<file path="config.mk">
export PLATFORM = sky130hd
export DESIGN_NAME = full_subtractor
export DESIGN_NICKNAME = d
export VERILOG_FILES = /design/src/rtl/full_subtractor_pkg.sv /design/src/rtl/full_subtractor_fs_bit.sv /design/src/rtl/full_subtractor.sv
export SDC_FILE = /design/constraint.sdc
export NUM_CORES = 1
export LEC_CHECK = 0
export ABC_AREA = 1
export ABC_CLOCK_PERIOD_IN_PS = 1800
export CORE_AREA = 2 2 39 41
export DETAILED_ROUTE_END_ITERATION = 7
export DIE_AREA = 0 0 41 43
export GPL_TIMING_DRIVEN = 0
export PLACE_DENSITY = 0.39
export SLEW_MARGIN = 30
export SYNTH_ARGS = -nofsm -noshare
export SYNTH_HDL_FRONTEND = slang
export SYNTH_HIERARCHICAL = 1
export SYNTH_SLANG_ARGS = --single-unit
</file>
<file path="constraint.sdc">
create_clock -name clk -period 1.8 [get_ports clk]
set_input_delay 0.27 -clock clk [delete_from_list [all_inputs] [get_ports clk]]
set_output_delay 0.27 -clock clk [all_outputs]
set_load 0.05 [all_outputs]
</file>
<file path="src/rtl/full_subtractor_pkg.sv">
// Shared definitions for the registered full subtractor.
// fs_ref is an arithmetic reference ({bo, d} = a - b - c) for scoreboards;
// the RTL itself uses the bit-cell chain in fs_bit.
package full_subtractor_pkg;

  localparam int DEFAULT_WIDTH = 1;

  // Returns {bo, d} in the low width+1 bits for operands up to 32 bits wide.
  function automatic logic [32:0] fs_ref(input logic [31:0] a,
                                         input logic [31:0] b,
                                         input logic        c,
                                         input int          width);
    logic [63:0] mask_w;
    logic [63:0] mask_r;
    logic [63:0] diff;
    mask_w = (64'd1 << width) - 64'd1;
    mask_r = (64'd1 << (width + 1)) - 64'd1;
    diff   = ({32'd0, a} & mask_w) - ({32'd0, b} & mask_w) - {63'd0, c};
    return 33'(diff & mask_r);
  endfunction

endpackage

</file>
<file path="src/rtl/full_subtractor_fs_bit.sv">
// Combinational 1-bit full subtractor cell: d = a ^ b ^ bin, borrow-out when
// the minuend bit cannot cover the subtrahend bit plus the incoming borrow.
module fs_bit (
  input  logic a,
  input  logic b,
  input  logic bin,
  output logic d,
  output logic bout
);

  assign d    = a ^ b ^ bin;
  assign bout = (~a & b) | (~a & bin) | (b & bin);

endmodule

</file>
<file path="src/rtl/full_subtractor.sv">
// Registered ripple-borrow subtractor: {bo, d} = a - b - c, one cycle latency.
// Handshake: a result is accepted on every rising edge where in_valid=1
// (no backpressure); out_valid is high for exactly the cycle after such an
// edge, and d/bo (and ovf) hold their last result while out_valid is low.
// Optional signed-overflow output ovf is enabled by FULL_SUBTRACTOR_OVF_EN.
module full_subtractor
  import full_subtractor_pkg::*;
#(
  parameter int WIDTH = DEFAULT_WIDTH
) (
  input  logic             clk,
  input  logic             rst,
  input  logic             in_valid,
  input  logic [WIDTH-1:0] a,
  input  logic [WIDTH-1:0] b,
  input  logic             c,
  output logic             out_valid,
  output logic [WIDTH-1:0] d,
  output logic             bo
`ifdef FULL_SUBTRACTOR_OVF_EN
  ,
  output logic             ovf
`endif
);

  // Borrow chain: br[0] is the borrow-in, br[WIDTH] the borrow-out.
  logic [WIDTH:0]   br;
  logic [WIDTH-1:0] diff;

  assign br[0] = c;

  for (genvar i = 0; i < WIDTH; i++) begin : g_cell
    fs_bit u_cell (
      .a    (a[i]),
      .b    (b[i]),
      .bin  (br[i]),
      .d    (diff[i]),
      .bout (br[i+1])
    );
  end

  logic             out_valid_q, out_valid_d;
  logic [WIDTH-1:0] d_q, d_d;
  logic             bo_q, bo_d;

  // Next-state: capture a new result on valid input, otherwise hold data.
  always_comb begin
    out_valid_d = 1'b0;
    d_d         = d_q;
    bo_d        = bo_q;
    if (in_valid) begin
      out_valid_d = 1'b1;
      d_d         = diff;
      bo_d        = br[WIDTH];
    end
  end

  // Output registers with synchronous reset that wins over in_valid.
  always_ff @(posedge clk) begin
    if (rst) begin
      out_valid_q <= 1'b0;
      d_q         <= '0;
      bo_q        <= 1'b0;
    end else begin
      out_valid_q <= out_valid_d;
      d_q         <= d_d;
      bo_q        <= bo_d;
    end
  end

  assign out_valid = out_valid_q;
  assign d         = d_q;
  assign bo        = bo_q;

`ifdef FULL_SUBTRACTOR_OVF_EN
  logic ovf_q, ovf_d;

  // Signed overflow: carries into and out of the sign bit disagree.
  always_comb begin
    ovf_d = ovf_q;
    if (in_valid) begin
      ovf_d = br[WIDTH] ^ br[WIDTH-1];
    end
  end

  // Overflow register, same timing and reset as d.
  always_ff @(posedge clk) begin
    if (rst) begin
      ovf_q <= 1'b0;
    end else begin
      ovf_q <= ovf_d;
    end
  end

  assign ovf = ovf_q;
`endif

endmodule

</file>
# After elaboration in Yosys (flattened, before gate mapping)
# Cells that the tools add are included.
# totals
elab_cells	12
register_bits	3
# op_classes
mux	1
bitwise	8
# op_table
cell	count
1-bit bitwise AND	3
1-bit bitwise OR	2
1-bit XOR	2
1-bit 2-to-1 mux	1
1-bit inverter	1

# Longest topological paths before layout
# Gate-level depths: netlist (run 1).
# logic_depth
word_depth	4
ltp_mapped	7

# Cells and area by module
# Netlist (run 1), hierarchy kept.
# modules_own_cells
mod	cells_each	area_each_um2	instances
full_subtractor	16	108.9	1
fs_bit	3	27.5	1

# Worst setup path before layout (run 1)
# Ideal clock, no wire load.
# synth_timing
path_type	in2reg
start	input a
end	register d_q (netlist: d)
path_slack_ps	682
path_stages	7
arrival_time_ps	1003
path_cell_list	inv_1 fa_1 inv_1 inv_1 nand2_1 nand2_1 nor2_1
# synth_via
elab_chain_len	2
# synth_lines
item	line	rtl
start: declaration	full_subtractor.sv:14	input logic [WIDTH-1:0] a,
1-bit XOR (2 in series)	full_subtractor_fs_bit.sv:11	assign d = a ^ b ^ bin;
named net diff	full_subtractor.sv:28	logic [WIDTH-1:0] diff;
end signal: assignment	full_subtractor.sv:62	d_q <= '0;
end signal: assignment	full_subtractor.sv:66	d_q <= d_d;
end: declaration	full_subtractor.sv:43	logic [WIDTH-1:0] d_q, d_d;
# The timed path passes the listed nets, and every way through them passes these cells.
# A chain may end at the register's enable or synchronous reset.

# Final worst setup path (run 1)
# layout_timing
start	register bo_q (netlist: bo)
end	output bo
# layout_lines
item	line	rtl
start: declaration	full_subtractor.sv:44	logic bo_q, bo_d;
start signal: assignment	full_subtractor.sv:67	bo_q <= bo_d;
end: declaration	full_subtractor.sv:19	output logic bo
# No word-level cell between the ends.

==> results.txt, run 1 <==
- Area growth from synthesis to layout: 92.7%
- Leading cell type in the layout, fill and taps excluded: sky130_fd_sc_hd__clkdlybuf4s50_1
* Final standard cell area without fillers: 263 sq um
- In this run the register-to-register setup slack is 1.25 ns.
- For this run, design rule violations remaining after detail routing come to 0.
- Entering global routing, the biggest net connects 6 pins.
* Peak supply drop: 0.474 mV
- Fin Setup TNS: 0 ns
* Sequential share of power: 30.1%
- Worst path required time: 1.53 ns
- Avg Cell Area, Syn: 7.18 sq um
- Clock network fraction of total power: 48.2%
- Setup violations remaining at the end of the flow were counted as 0.
* Mux share of post-synthesis cell area: 0%
- The number of hold buffers added after CTS was 0.
* Placed wire-length estimate after detailed placement: 225 um
- Once placement completed, the tool counted placed cells totaling 43.
- Once layout is complete, the cells apart from fillers number 47.
* Die width: 41 um
- Initial antenna violation count: 0
- Crit Path Max Fanout: 2
- Of the total synthesized cell area, the portion taken by full adders, half adders and majority gates is 14.7%.
- Buffers placed on the I/O ports in this run total 8.
- The synthesized netlist contains 5 unique library cells.
- The number of nets in the synthesized netlist is 26.
- The worst setup path is of the reg -> out kind.
- For this run, global-route usage on met3 was measured as 7.85%.
- The placed instances occupy a cell area of 236 sq um.
- Area of the core region: 1380 sq um
- Post-place setup slack: 0.173 ns
- Among all stages on the critical path, the largest delay is contributed by sky130_fd_sc_hd__clkdlybuf4s50_1.
- Power consumption: 0.000245 W
- For this block, the via count after detailed routing is 147.
- CTS buffer count: 3
* Via count of the first global-routing pass: 144
- For this design the static power due to leakage is 0.131 nW.
- The first global-routing pass estimated 496 um of wire.
* Cell area after technology mapping: 136 sq um
* Number of rows created at floorplan: 14
- Sequential fraction of the synthesis area: 44.0%
- The worst pin sits at a relative slew slack of 66.6%.
- Together, buffers and inverters on the worst path number 1.
- Summing the areas of all compound-gate instances in the mapped netlist gives 0% of the synthesized area.
- At the later pin of the worst-skew pair, clock insertion delay measures 0.23 ns.
- Final worst path period share: 90.7%
- The synthesized netlist devotes 24.8% of its cell area to simple gates.
- Final global-route overflow total: 0
- CTS clk-pin slew, worst paths: 0.04 ns
* Num Clock Sinks: 3
- Layout cells sized above 1: 9.68%
* Total routing usage reported by global routing: 4.92%
* Buffer type at the clock tree root: sky130_fd_sc_hd__clkbuf_4
* Post-synthesis share of cell area spent on xor and xnor gates: 0%
* Initial core utilization: 9.86%
- Dominant combinational cell family by area after synthesis: simple AND/OR/NAND/NOR gates
* Post-DR wirelength/cell: 5.96 um
- Share of power burned in combinational logic: 21.7%
- Post-route clock skew: 0 ns
- CTS built an H-tree with a depth of 1.
* Detailed router's first-iteration violation count: 0
- Final Net Count: 39
* Nature of the critical path startpoint: flip-flop
- Traced cell by cell, the critical path runs through clkdlybuf4s50_1.
* Number of synthesis warnings: 6
- Setup repair after global routing left no endpoint under its margin.
* Synthesized netlist cell count: 19
* Power density over cell area: 931 nW/um^2
* Number of hold violations in the final report: 0
- Data arrives at the worst endpoint at 1.36 ns.
- Switch Pwr: 0.0000665 W
- Seq cells post-synth: 3
- Met1 usage in global routing: 5.14%
- Layer carrying the most global-route usage: met3
- Final critical-path required period: 1.63 ns
- TritonCTS clock tree: built
- Diodes inserted: 0
- Max-slew violation count: 0
- I/O Pins: 9
- Die Footprint: 1760 sq um
- The worst path meets setup with 0.168 ns of slack.
* Slowest cell delay on critical path: 0.81 ns
* Routed wire length: 280 um
- Maximum capacitance violations: 0
* Highest Clock Rate: 613 MHz
* Class of the worst hold path: reg -> reg
- Top Family by Delay on Critical Path: buffers and inverters
* Crit path capture type: output port
- Run status: finished, final reports clean
- Leading cell types in the layout, fill and taps excluded: 8 x sky130_fd_sc_hd__clkdlybuf4s50_1, 6 x sky130_fd_sc_hd__inv_1, 5 x sky130_fd_sc_hd__nor2_1
* Via-per-instance ratio: 3.13
* Post-CTS setup buffers: 0
- For this run, the detailed router's first-pass iteration total came to 1.
- The internal portion of the total power is 0.000178 W.
- Routability cong.: 0.619
- Switching part of the total power: 27.2%
* Antenna-violating nets left: 0
- Slew at the pin closest to its max-slew limit: 0.499 ns
- Overall die height: 43 um
- Maximum buffer depth of the clock tree: 2
- In the global route stage, met2 resource usage came out at 4.69%.
- Count of cells resized by post-cts repair: 0
## cell type report
| cell class | count | area [sq um] |
|---|---|---|
| fill | 165 | 1120 |
| clock buffer | 4 | 26.3 |
| inverter | 6 | 22.5 |
| multi-input combinational | 10 | 53.8 |
| timing repair buffer | 8 | 80.1 |
| tap | 16 | 20.0 |
| sequential | 3 | 60.1 |
## sequential cells by signal (all words and copies together) (netlist names)
register / count
out_valid: 1
d: 1
bo: 1
## synth_stat cells
master | n | area share [%]
sky130_fd_sc_hd__dfxtp_1 | 3 | 44
sky130_fd_sc_hd__fa_1 | 1 | 15
sky130_fd_sc_hd__inv_1 | 6 | 17
sky130_fd_sc_hd__nand2_1 | 4 | 11
sky130_fd_sc_hd__nor2_1 | 5 | 14
## power groups by stage
stage	clock network, W	logic (W)	registers (W)
after global placement	0	0.0000541	0.0000750
after floorplan	0	0.0000128	0.0000918
after CTS	0.000124	0.0000543	0.0000738
after detailed placement	0	0.0000539	0.0000748
final	0.000118	0.0000531	0.0000737
after global routing	0.000132	0.0000602	0.0000740
## layer usage
metal	share of wire [%]	routed length, um	up-vias
li1	-	-	75
met1	46	129	64
met2	34	95	8
met3	20	55	0
met4	0	0	0
met5	0	0	-
## stage by stage
stage	hold WS (ns)	util [%]
2_1_floorplan	0.341	-
3_3_place_gp	0.468	17.1
3_5_place_dp	0.468	17.1
4_1_cts	0.473	19.0
5_1_grt	0.491	19.0
6_report	0.468	19.0
## worst paths after layout
kind	from	to	cells past startpoint
min	d	d	2
max reg2reg	bo	bo	2
min reg2reg	d	d	2
max	bo	bo	1
## worst register-to-register path, stage by stage, from the launching register on
cell	delay [ns]
sky130_fd_sc_hd__dfxtp_1	0.30
sky130_fd_sc_hd__nor2_1	0.09
sky130_fd_sc_hd__nor2_1	0.05
## kinds of logic after synthesis
group,Yosys count
buf+inv,6
fa+ha+maj,1
simple gates,9
flops,3
No activity file was read; power rests on OpenSTA's default activity.
==> run 2, diff against run 1 <==
Settings changed: ABC_CLOCK_PERIOD_IN_PS 1800 to 2100.
Clock period 1.8 ns to 2.1 ns, I/O delays scaled along.
==> results of run 2 <==
Same layout as run 1 (identical final DEF). Status: finished, final reports clean.
Among the figures that moved: setup slack after placement 0.173 ns -> 0.428 ns; setup slack after layout 0.168 ns -> 0.423 ns; register-to-register setup slack 1.25 ns -> 1.55 ns; total power 0.000245 W -> 0.000210 W; worst IR drop on VDD 0.474 mV -> 0.407 mV
